**config.mk**
```make
export PLATFORM = sky130hd
export DESIGN_NAME = fifo_write_controller
export DESIGN_NICKNAME = d
export VERILOG_FILES = /design/src/rtl/fifo_write_controller.sv
export SDC_FILE = /design/constraint.sdc
export NUM_CORES = 1
export LEC_CHECK = 0
export ABC_AREA = 0
export CAP_MARGIN = 5
export CORE_MARGIN = 4
export CORE_UTILIZATION = 43
export DETAILED_ROUTE_END_ITERATION = 10
export PLACE_DENSITY = 0.81
export SLEW_MARGIN = 20
export SYNTH_ARGS = -nofsm -noshare
export SYNTH_HDL_FRONTEND = slang
export SYNTH_SLANG_ARGS = --single-unit
export TNS_END_PERCENT = 5
```
**constraint.sdc**
```tcl
create_clock -name clk -period 7.01 [get_ports clk]
set_input_delay 2.103 -clock clk [delete_from_list [all_inputs] [get_ports clk]]
set_output_delay 2.103 -clock clk [all_outputs]
set_load 0.02 [all_outputs]
```
**src/rtl/fifo_write_controller.sv**
```systemverilog
// fifo_write_controller: write-side pointer, level, full/almost_full and overflow tracking for an async FIFO
module fifo_write_controller #(
  parameter int ADDR_WIDTH = 4,
  parameter int POINTER_WIDTH = ADDR_WIDTH + 1,
  parameter int ALMOST_FULL_LEVEL = 2 ** ADDR_WIDTH - 2
) (
  input  logic                     clk,
  input  logic                     reset,
  input  logic                     write_en,
  input  logic [POINTER_WIDTH-1:0] read_ptr_sync,
  input  logic                     overflow_clear,
  output logic [POINTER_WIDTH-1:0] write_ptr,
  output logic                     mem_write_en,
  output logic [ADDR_WIDTH-1:0]    mem_write_addr,
  output logic                     full,
  output logic                     almost_full,
  output logic [POINTER_WIDTH-1:0] level,
  output logic                     overflow,
  output logic                     overflow_sticky
);
  localparam logic [POINTER_WIDTH-1:0] FULL_CNT = POINTER_WIDTH'(1 << ADDR_WIDTH);
  localparam logic [POINTER_WIDTH-1:0] AF_CNT = POINTER_WIDTH'(ALMOST_FULL_LEVEL);
  logic accept, refuse;
  logic [POINTER_WIDTH-1:0] wp_next, diff;
  always_comb begin
    accept = write_en & ~full;
    refuse = write_en & full;
    wp_next = write_ptr + POINTER_WIDTH'(accept);
    diff = wp_next - read_ptr_sync;
  end
  assign mem_write_en = accept & ~reset;
  assign mem_write_addr = write_ptr[ADDR_WIDTH-1:0];
  // Flags come from the post-edge pointer, so a stale read pointer can only make them pessimistic
  always_ff @(posedge clk) begin
    if (reset) begin
      write_ptr <= '0;
      level <= '0;
      full <= 1'b0;
      almost_full <= 1'b0;
      overflow <= 1'b0;
      overflow_sticky <= 1'b0;
    end else begin
      write_ptr <= wp_next;
      level <= diff;
      full <= diff == FULL_CNT;
      almost_full <= diff >= AF_CNT;
      overflow <= refuse;
      overflow_sticky <= refuse | (overflow_sticky & ~overflow_clear);
    end
  end
endmodule

```
# Word-level counts from Yosys, hierarchy flattened
# Index checks and enable logic that the tools add are counted.
# word_totals
register_bits	14
latch_bits	0
ram_bits	0
mem_bits_ro	0
out_inout_bits	19
elab_cells	18
memories	0
# classes
add_sub_neg	2
n_mul	0
div_mod_pow	0
magnitude_cmp	1
eq_ne	1
shift	0
n_mux	0
bitwise	8
n_reduce_logical	0
# ops
operator	n
5-bit by 1-bit adder with 5-bit output	1
5-bit == test (second input constant)	1
5-bit by 4-bit greater-or-equal comparator with 1-bit output (second input constant)	1
5-bit subtractor	1
1-bit AND	4
1-bit inverter	3
1-bit bitwise OR	1

# Depth between registers and ports, before layout
# Gate-level depths: netlist (run 1).
# logic_depth
ltp_word	5
depth_mapped	10

# Least setup slack after synthesis (run 1)
# OpenSTA, ideal clock, no wires.
# synth_timing
path_type	input -> output
startpoint	input port reset
endpoint	output port mem_write_en
arrival_time_ns	2.614
required_ns	4.907
setup_slack_ns	2.293
cell_stages	2
path_buffers	1
cell_sequence	clkbuf_1 > nor2b_1
# synth_via
elab_chain_len	2
# synth_rtl
element	line	text
start: declaration	8	input logic reset,
1-bit inverter	31	assign mem_write_en = accept & ~reset;
1-bit AND	31	
end: declaration	13	output logic mem_write_en,
# No other way between the ends.

# Worst setup path after layout (run 1)
# Same ends and word-level chain as after synthesis.

==> results.md, run 1 <==
- Register area: 280.3 sq um
- Post-synth ARST share: 0
- DRC: 0
- CTS Buf Count: 3
- GRT Total Usage: 0.1386
- TritonCTS clock tree: done
- Die width: 47.20 microns
- Worst setup path endpoint: mem_write_en
- Standard-cell rows: 13
- Clock sink count: 14
- H-tree depth: 1
- Sequential power share: 0.429
- CP Data Required Time: 4910 ps
- PwrDens: 219.4 mW/mm^2
- Pre-CTS setup slack: 1341 ps
- ANT nets after route: 0
- Dominant cell type by area after synthesis: dfxtp_1
- Synth top cells by count: dfxtp_1 (14), nor2_1 (9), inv_1 (7)
- Final net count: 108
- Critical path startpoint category: input port
- Min cycle time layout: 5675 ps
- # resized after CTS: 0
- Initial antenna violation count: 0
- Largest net degree at the start of global routing: 15
- CP arrival: 3570 ps
- Syn-to-layout area delta: 44.13%
- Mean Syn Cell Area: 10.16 sq um
- Vias: 504
- Sw frac: 0.2860
- Post-synth EDFFs: 0
- FF+latch count, synth: 14
- YS warnings: 0
- Most used DFF post-synth: dfxtp_1
- Most frequent cell after synthesis: dfxtp_1
- Worst-path fanout max: 14
- Internal Pwr Total: 0.1491 mW
- Layout cells sized above 1: 0.08791
- Postcts setup bufs: 0
- WL final: 1.328 mm
- Worst Setup Path Type: input port to primary output
- Initial DRC Count: 3
- Clock Tree Buf Depth: 2
- I/O Buffers: 27
- Final Max Tran Viols: 0
- Slowest CP cell: clkdlybuf4s50_1
- Clock Skew: 1.398 ps
- Comb pwr share: 0.297
- Crit Reg-Reg Endpoint: full$_SDFF_PP0_
- Final core occ: 0.6969
- Critical Path Most Common Cell: clkdlybuf4s50_1
- Syn Std Cell Area: 660.6 sq um
- Synthesized Nets: 81
- Vias in the first global route: 517
- First-pass GRT wire length: 2.076 mm
- CTS Hold Bufs: 0
- Grt ovf: 0
- Endpoints failing setup: 0
- Cells after Synth: 65
- Switch Pwr: 0.05973 mW
- Vias per inst: 4.755
- RSZ-0062 raised after global routing: no
- Hold crit path type: register to register
- Multi-input gate area: 320.3 sq um
- Crit end category: primary output
- DIE AREA: 0.002227 sq mm
- Final period util: 0.8096
- Clk network pwr share: 0.274
- I/O Pins: 28
- Final HPWL DP: 1.091 mm
- F_max: 176.2 MHz
- Sequential area share after synthesis: 0.4242
- Tightest Pin Transition: 478.5 ps
- Area of the core: 0.001366 sq mm
- Leading cell types by total area after synthesis: dfxtp_1 (42%), ha_1 (11%), nor2_1 (5.1%), buf_4 (4.5%), inv_1 (4.0%)
- CP Launch Point: reset
- CP Cell Sequence: clkdlybuf4s50_1 > nor2b_1 > clkdlybuf4s50_1
- Clk_lat worst skew: 280 ps
- Final Wtd Congestion: 0.6814
- Cell variety after synth: 22
- Setup slack on the worst flop-to-flop path: 4760 ps
- Reg clk slew, reported paths: 80 ps
- Worst Slack Setup Final: 1335 ps
- Relative slew slack: 0.6800
- Worst path max stage delay: 650 ps
- Final Hold Vio Count: 0
- Sum Neg Setup Slack: 0 ps
- Total iterations of the first detailed-routing run: 3
- # Max-Cap Violations: 0
- Starting Density: 0.4835
- DR WL/cell: 12.53 microns
- Fillers: 111
- Clock root buffer: clkbuf_4
- Max VDD drop: 0.0001484 V
- Die Ht: 47.20 microns
- Worst Hold Slack: 480.1 ps
- N_diodes: 0
- Leak Pwr: 0.4246 nW
- Reg2Reg Depth: 10
- Top cell type's share of synthesized area: 0.4242
- RR Startpoint: full$_SDFF_PP0_
- Outcome: finished, final reports clean
registers in the layout, indices dropped and copies added, names as in the netlist:
register and cells:
level 5, write_ptr 5, almost_full 1, full 1, overflow 1, overflow_sticky 1
worst max-delay path: cells and delay by family:
| family | cells | cell delay [ps] |
|---|---|---|
| simple gates | 1 | 200 |
| buf+inv | 2 | 1270 |
worst min-delay path by stage:
stage                                          start                         end  slack, ps  depth (start not counted)
final                     overflow_sticky$_SDFF_PP0_  overflow_sticky$_SDFF_PP0_        480                          2
after global routing      overflow_sticky$_SDFF_PP0_  overflow_sticky$_SDFF_PP0_        490                          2
after CTS                 overflow_sticky$_SDFF_PP0_  overflow_sticky$_SDFF_PP0_        480                          2
after detailed placement  overflow_sticky$_SDFF_PP0_  overflow_sticky$_SDFF_PP0_        460                          2
after global placement    overflow_sticky$_SDFF_PP0_  overflow_sticky$_SDFF_PP0_        460                          2
after floorplan           overflow_sticky$_SDFF_PP0_  overflow_sticky$_SDFF_PP0_        550                          2
power by group through the flow:
| stage | Clock (mW) | Combinational, mW | Sequential, mW |
|---|---|---|---|
| after floorplan | 0 | 0.0276 | 0.100 |
| after detailed placement | 0 | 0.0624 | 0.0917 |
| after global routing | 0.0643 | 0.0683 | 0.0905 |
| final | 0.0573 | 0.0619 | 0.0897 |
| after CTS | 0.0595 | 0.0628 | 0.0900 |
| after global placement | 0 | 0.0613 | 0.0911 |
metrics by stage:
step / area (sq um) / cells / total power, mW
2_1_floorplan: 660.6 / 65 / 0.1279
3_3_place_gp: 915.9 / 102 / 0.1524
3_5_place_dp: 915.9 / 102 / 0.1541
4_1_cts: 952.2 / 106 / 0.2122
5_1_grt: 952.2 / 106 / 0.2231
6_report: 952.2 / 106 / 0.2089
layer usage:
layer  vias up  track usage  routed length (microns)
li1        256            -                        -
met1       224       0.1339                      520
met2        19       0.2466                      663
met3         5      0.04215                      108
met4         0      0.09945                       35
met5         -            0                        0
kinds of logic (layout without fill, tap and decap cells):
| family | after synthesis | count (layout) | synth area share |
|---|---|---|---|
| AND/OR/NAND/NOR | 21 | 21 | 0.1761 |
| flip-flops | 14 | 14 | 0.4242 |
| buffers and inverters | 12 | 38 | 0.09091 |
| adder cells (fa/ha/maj) | 7 | 7 | 0.1439 |
| XOR/XNOR | 6 | 6 | 0.1118 |
| AO/OA/AOI/OAI | 5 | 5 | 0.05304 |
area by class of cell:
class                   instances  area share
multi-input cells              39      0.3364
flip-flops and latches         14      0.2943
repair buffers                 27      0.2838
clock buffers                   4     0.03811
inverters                       7     0.02760
well taps                      15     0.01971
cells in the final DEF, fill, tap and decap left out, types with 2 or more instances in the layout:
cell type / synthesis / final
inv_1: 7 / 7
nor2_1: 9 / 9
a21oi_1: 2 / 2
clkdlybuf4s50_1: 0 / 27
clkbuf_4: 0 / 3
xor2_1: 3 / 3
nor2b_1: 4 / 4
nand2b_1: 2 / 2
nand3_1: 2 / 2
dfxtp_1: 14 / 14
ha_1: 6 / 6
(Power assumes the default switching activity.)
==> run 2: changes to the inputs <==
Settings changed: CORE_UTILIZATION 43 to 36, PLACE_DENSITY 0.81 to 0.72.
Clock period 7.01 ns to 5.1 ns, I/O delays scaled along.
==> results.md, run 2 (synthesis results as in run 1) <==
- Final Cell Area: 958.4 sq um (was 952.2 sq um)
- CP Buf/Inv Count: 2 (unchanged)
- Most frequent cells in the layout: clkdlybuf4s50_1 (27), dfxtp_1 (14), nor2_1 (9) (unchanged)
- Clock sink count: 14 (unchanged)
- Outcome: finished, final reports clean (unchanged)
- Sequential power share: 0.457 (was 0.429)
- Vias: 505 (was 504)
- Max VDD drop: 0.0001602 V (was 0.0001484 V)
- Final HPWL DP: 1.013 mm (was 1.091 mm)
- Initial antenna violation count: 0 (unchanged)
- First-pass GRT wire length: 1.980 mm (was 2.076 mm)
- Hold crit path type: register to register (unchanged)
- CP arrival: 2920 ps (was 3570 ps)
- CTS Hold Bufs: 0 (unchanged)
- DRC: 0 (unchanged)
- Final period util: 0.8733
- Final Max Tran Viols: 0 (unchanged)
- Placed cell area: 935.9 sq um (was 915.9 sq um)
- Syn-to-layout area delta: 45.08% (was 44.13%)
- Vias in the first global route: 496 (was 517)
- Worst path max stage delay: 610 ps (was 650 ps)
- Sw frac: 0.2944 (was 0.2860)
- Endpoints failing setup: 0 (unchanged)
- Largest net degree at the start of global routing: 14 (was 15)
- Starting Density: 0.3826 (was 0.4835)
- GRT Total Usage: 0.1001 (was 0.1386)
- Relative slew slack: 0.8282 (was 0.6800)
- Reg clk slew, reported paths: 80 ps (about the same)
- WL final: 1.224 mm (was 1.328 mm)
- F_max: 224.5 MHz
- N_diodes: 0 (unchanged)
- Internal Pwr Total: 0.1895 mW (was 0.1491 mW)
- Final Hold Vio Count: 0 (unchanged)
- Clk_lat worst skew: 270 ps (was 280 ps)
- Crit end category: primary output (unchanged)
- Total iterations of the first detailed-routing run: 3 (unchanged)
- Die Ht: 50.84 microns (was 47.20 microns)
- Layout cells sized above 1: 0.08791 (unchanged)
- Switch Pwr: 0.07907 mW (was 0.05973 mW)
- Clock Tree Buf Depth: 2 (unchanged)
- Area of the core: 0.001727 sq mm (was 0.001366 sq mm)
- Biggest regs: level (5), write_ptr (5) (unchanged)
- Final core occ: 0.5551 (was 0.6969)
- Sum Neg Setup Slack: 0 ps (unchanged)
- Critical path startpoint category: input port (unchanged)
- ANT nets after route: 0 (unchanged)
- H-tree depth: 1 (unchanged)
- Comb pwr share: 0.318 (was 0.297)
- Initial DRC Count: 2 (was 3)
- Final Wtd Congestion: 0.6857 (was 0.6814)
- Min cycle time layout: 4454 ps
- PwrDens: 280.2 mW/mm^2 (was 219.4 mW/mm^2)
- Most common cell after layout, fill and taps aside: clkdlybuf4s50_1 (unchanged)
- Worst path top cell family by delay: buffers and inverters (unchanged)
- CP Data Required Time: 3570 ps (was 4910 ps)
- Fillers: 175 (was 111)
- Die width: 50.84 microns (was 47.20 microns)
- Worst-path fanout max: 2 (was 14)
- TritonCTS clock tree: done (unchanged)
- CTS Buf Count: 3 (unchanged)
- # resized after CTS: 0 (unchanged)
- Clock Skew: 2.650 ps (was 1.398 ps)
- Slowest CP cell: clkdlybuf4s50_1 (unchanged)
- Final net count: 109 (was 108)
- Leak Pwr: 0.4222 nW (was 0.4246 nW)
- Standard-cell rows: 15 (was 13)
- # Max-Cap Violations: 0 (unchanged)
- Grt ovf: 0 (unchanged)
- Clk network pwr share: 0.224 (was 0.274)
- DR WL/cell: 10.55 microns (was 12.53 microns)
- Worst Setup Path Type: input port to primary output (unchanged)
- CP Cell Sequence: clkdlybuf4s50_1 > nor2b_1 > nor2b_1 > clkdlybuf4s50_1 (was clkdlybuf4s50_1 > nor2b_1 > clkdlybuf4s50_1)
- Vias per inst: 4.353 (was 4.755)
- I/O Buffers: 27 (unchanged)
- Postcts setup bufs: 0 (unchanged)
- I/O Pins: 28 (unchanged)
- DIE AREA: 0.002584 sq mm (was 0.002227 sq mm)
- Total Power: 0.2686 mW (was 0.2089 mW)
- Clock root buffer: clkbuf_4 (unchanged)
- RSZ-0062 raised after global routing: no (unchanged)
- Tightest Pin Transition: 254.4 ps (was 478.5 ps)
-- run 2: changes by cell type in the layout (fill, tap and decap cells not counted), sizes merged --
cell | before | now
clkbuf | 4 | 3
buf | 0 | 1
-- run 2: per-layer routing --
layer / global-route usage / vias to the layer above / wire (microns)
met5: 0 / - / 0
met1: 0.1000 / 226 / 536
met2: 0.1913 / 18 / 623
met4: 0.05381 / 0 / 17
met3: 0.02041 / 3 / 47
li1: - / 258 / -
-- run 2: worst reg2reg max path, stage by stage, from the launching register on --
cell and delay (ps):
dfxtp_1 360, nor2b_1 70, ha_1 190, ha_1 300
inv_1 70, fa_1 420, nand2b_1 160, o2bb2ai_1 130
xnor3_1 220, nand2b_2 80, nor3b_2 160
-- run 2: layout make-up --
| class | count | area [sq um] | area share |
|---|---|---|---|
| multi-input cells | 39 | 320.3 | 0.3342 |
| flip-flops and latches | 14 | 280.3 | 0.2924 |
| repair buffers | 28 | 277.8 | 0.2898 |
| well taps | 25 | 31.28 | 0.03264 |
| inverters | 7 | 26.28 | 0.02742 |
| clock buffers | 3 | 22.52 | 0.02350 |
-- run 2: final timing paths --
| path | cells after the start | endpoint | startpoint | slack, ps |
|---|---|---|---|---|
| max | 4 | mem_write_en | write_en | 650 |
| min | 2 | overflow_sticky$_SDFF_PP0_ | overflow_sticky$_SDFF_PP0_ | 480 |
| max reg2reg | 10 | full$_SDFF_PP0_ | full$_SDFF_PP0_ | 2880 |
| min reg2reg | 2 | overflow_sticky$_SDFF_PP0_ | overflow_sticky$_SDFF_PP0_ | 480 |
-- run 2: power by group through the flow --
| stage | clock [mW] | combinational, mW | sequential [mW] |
|---|---|---|---|
| finish | 0.0603 | 0.0855 | 0.123 |
| global route | 0.0666 | 0.0930 | 0.124 |
| CTS | 0.0614 | 0.0866 | 0.123 |
| detailed placement | 0 | 0.0858 | 0.126 |
| global placement | 0 | 0.0851 | 0.125 |
| floorplan | 0 | 0.0379 | 0.138 |
-- run 2: through the flow --
step	hold slack (ps)	worst slack, ps	cells
final	475.6	646.1	116
after global routing	508.7	572.2	116
after CTS	481.4	636.2	116
after detailed placement	470.7	639.7	113
after global placement	460.2	673.8	113
after floorplan	546.9	1529	65
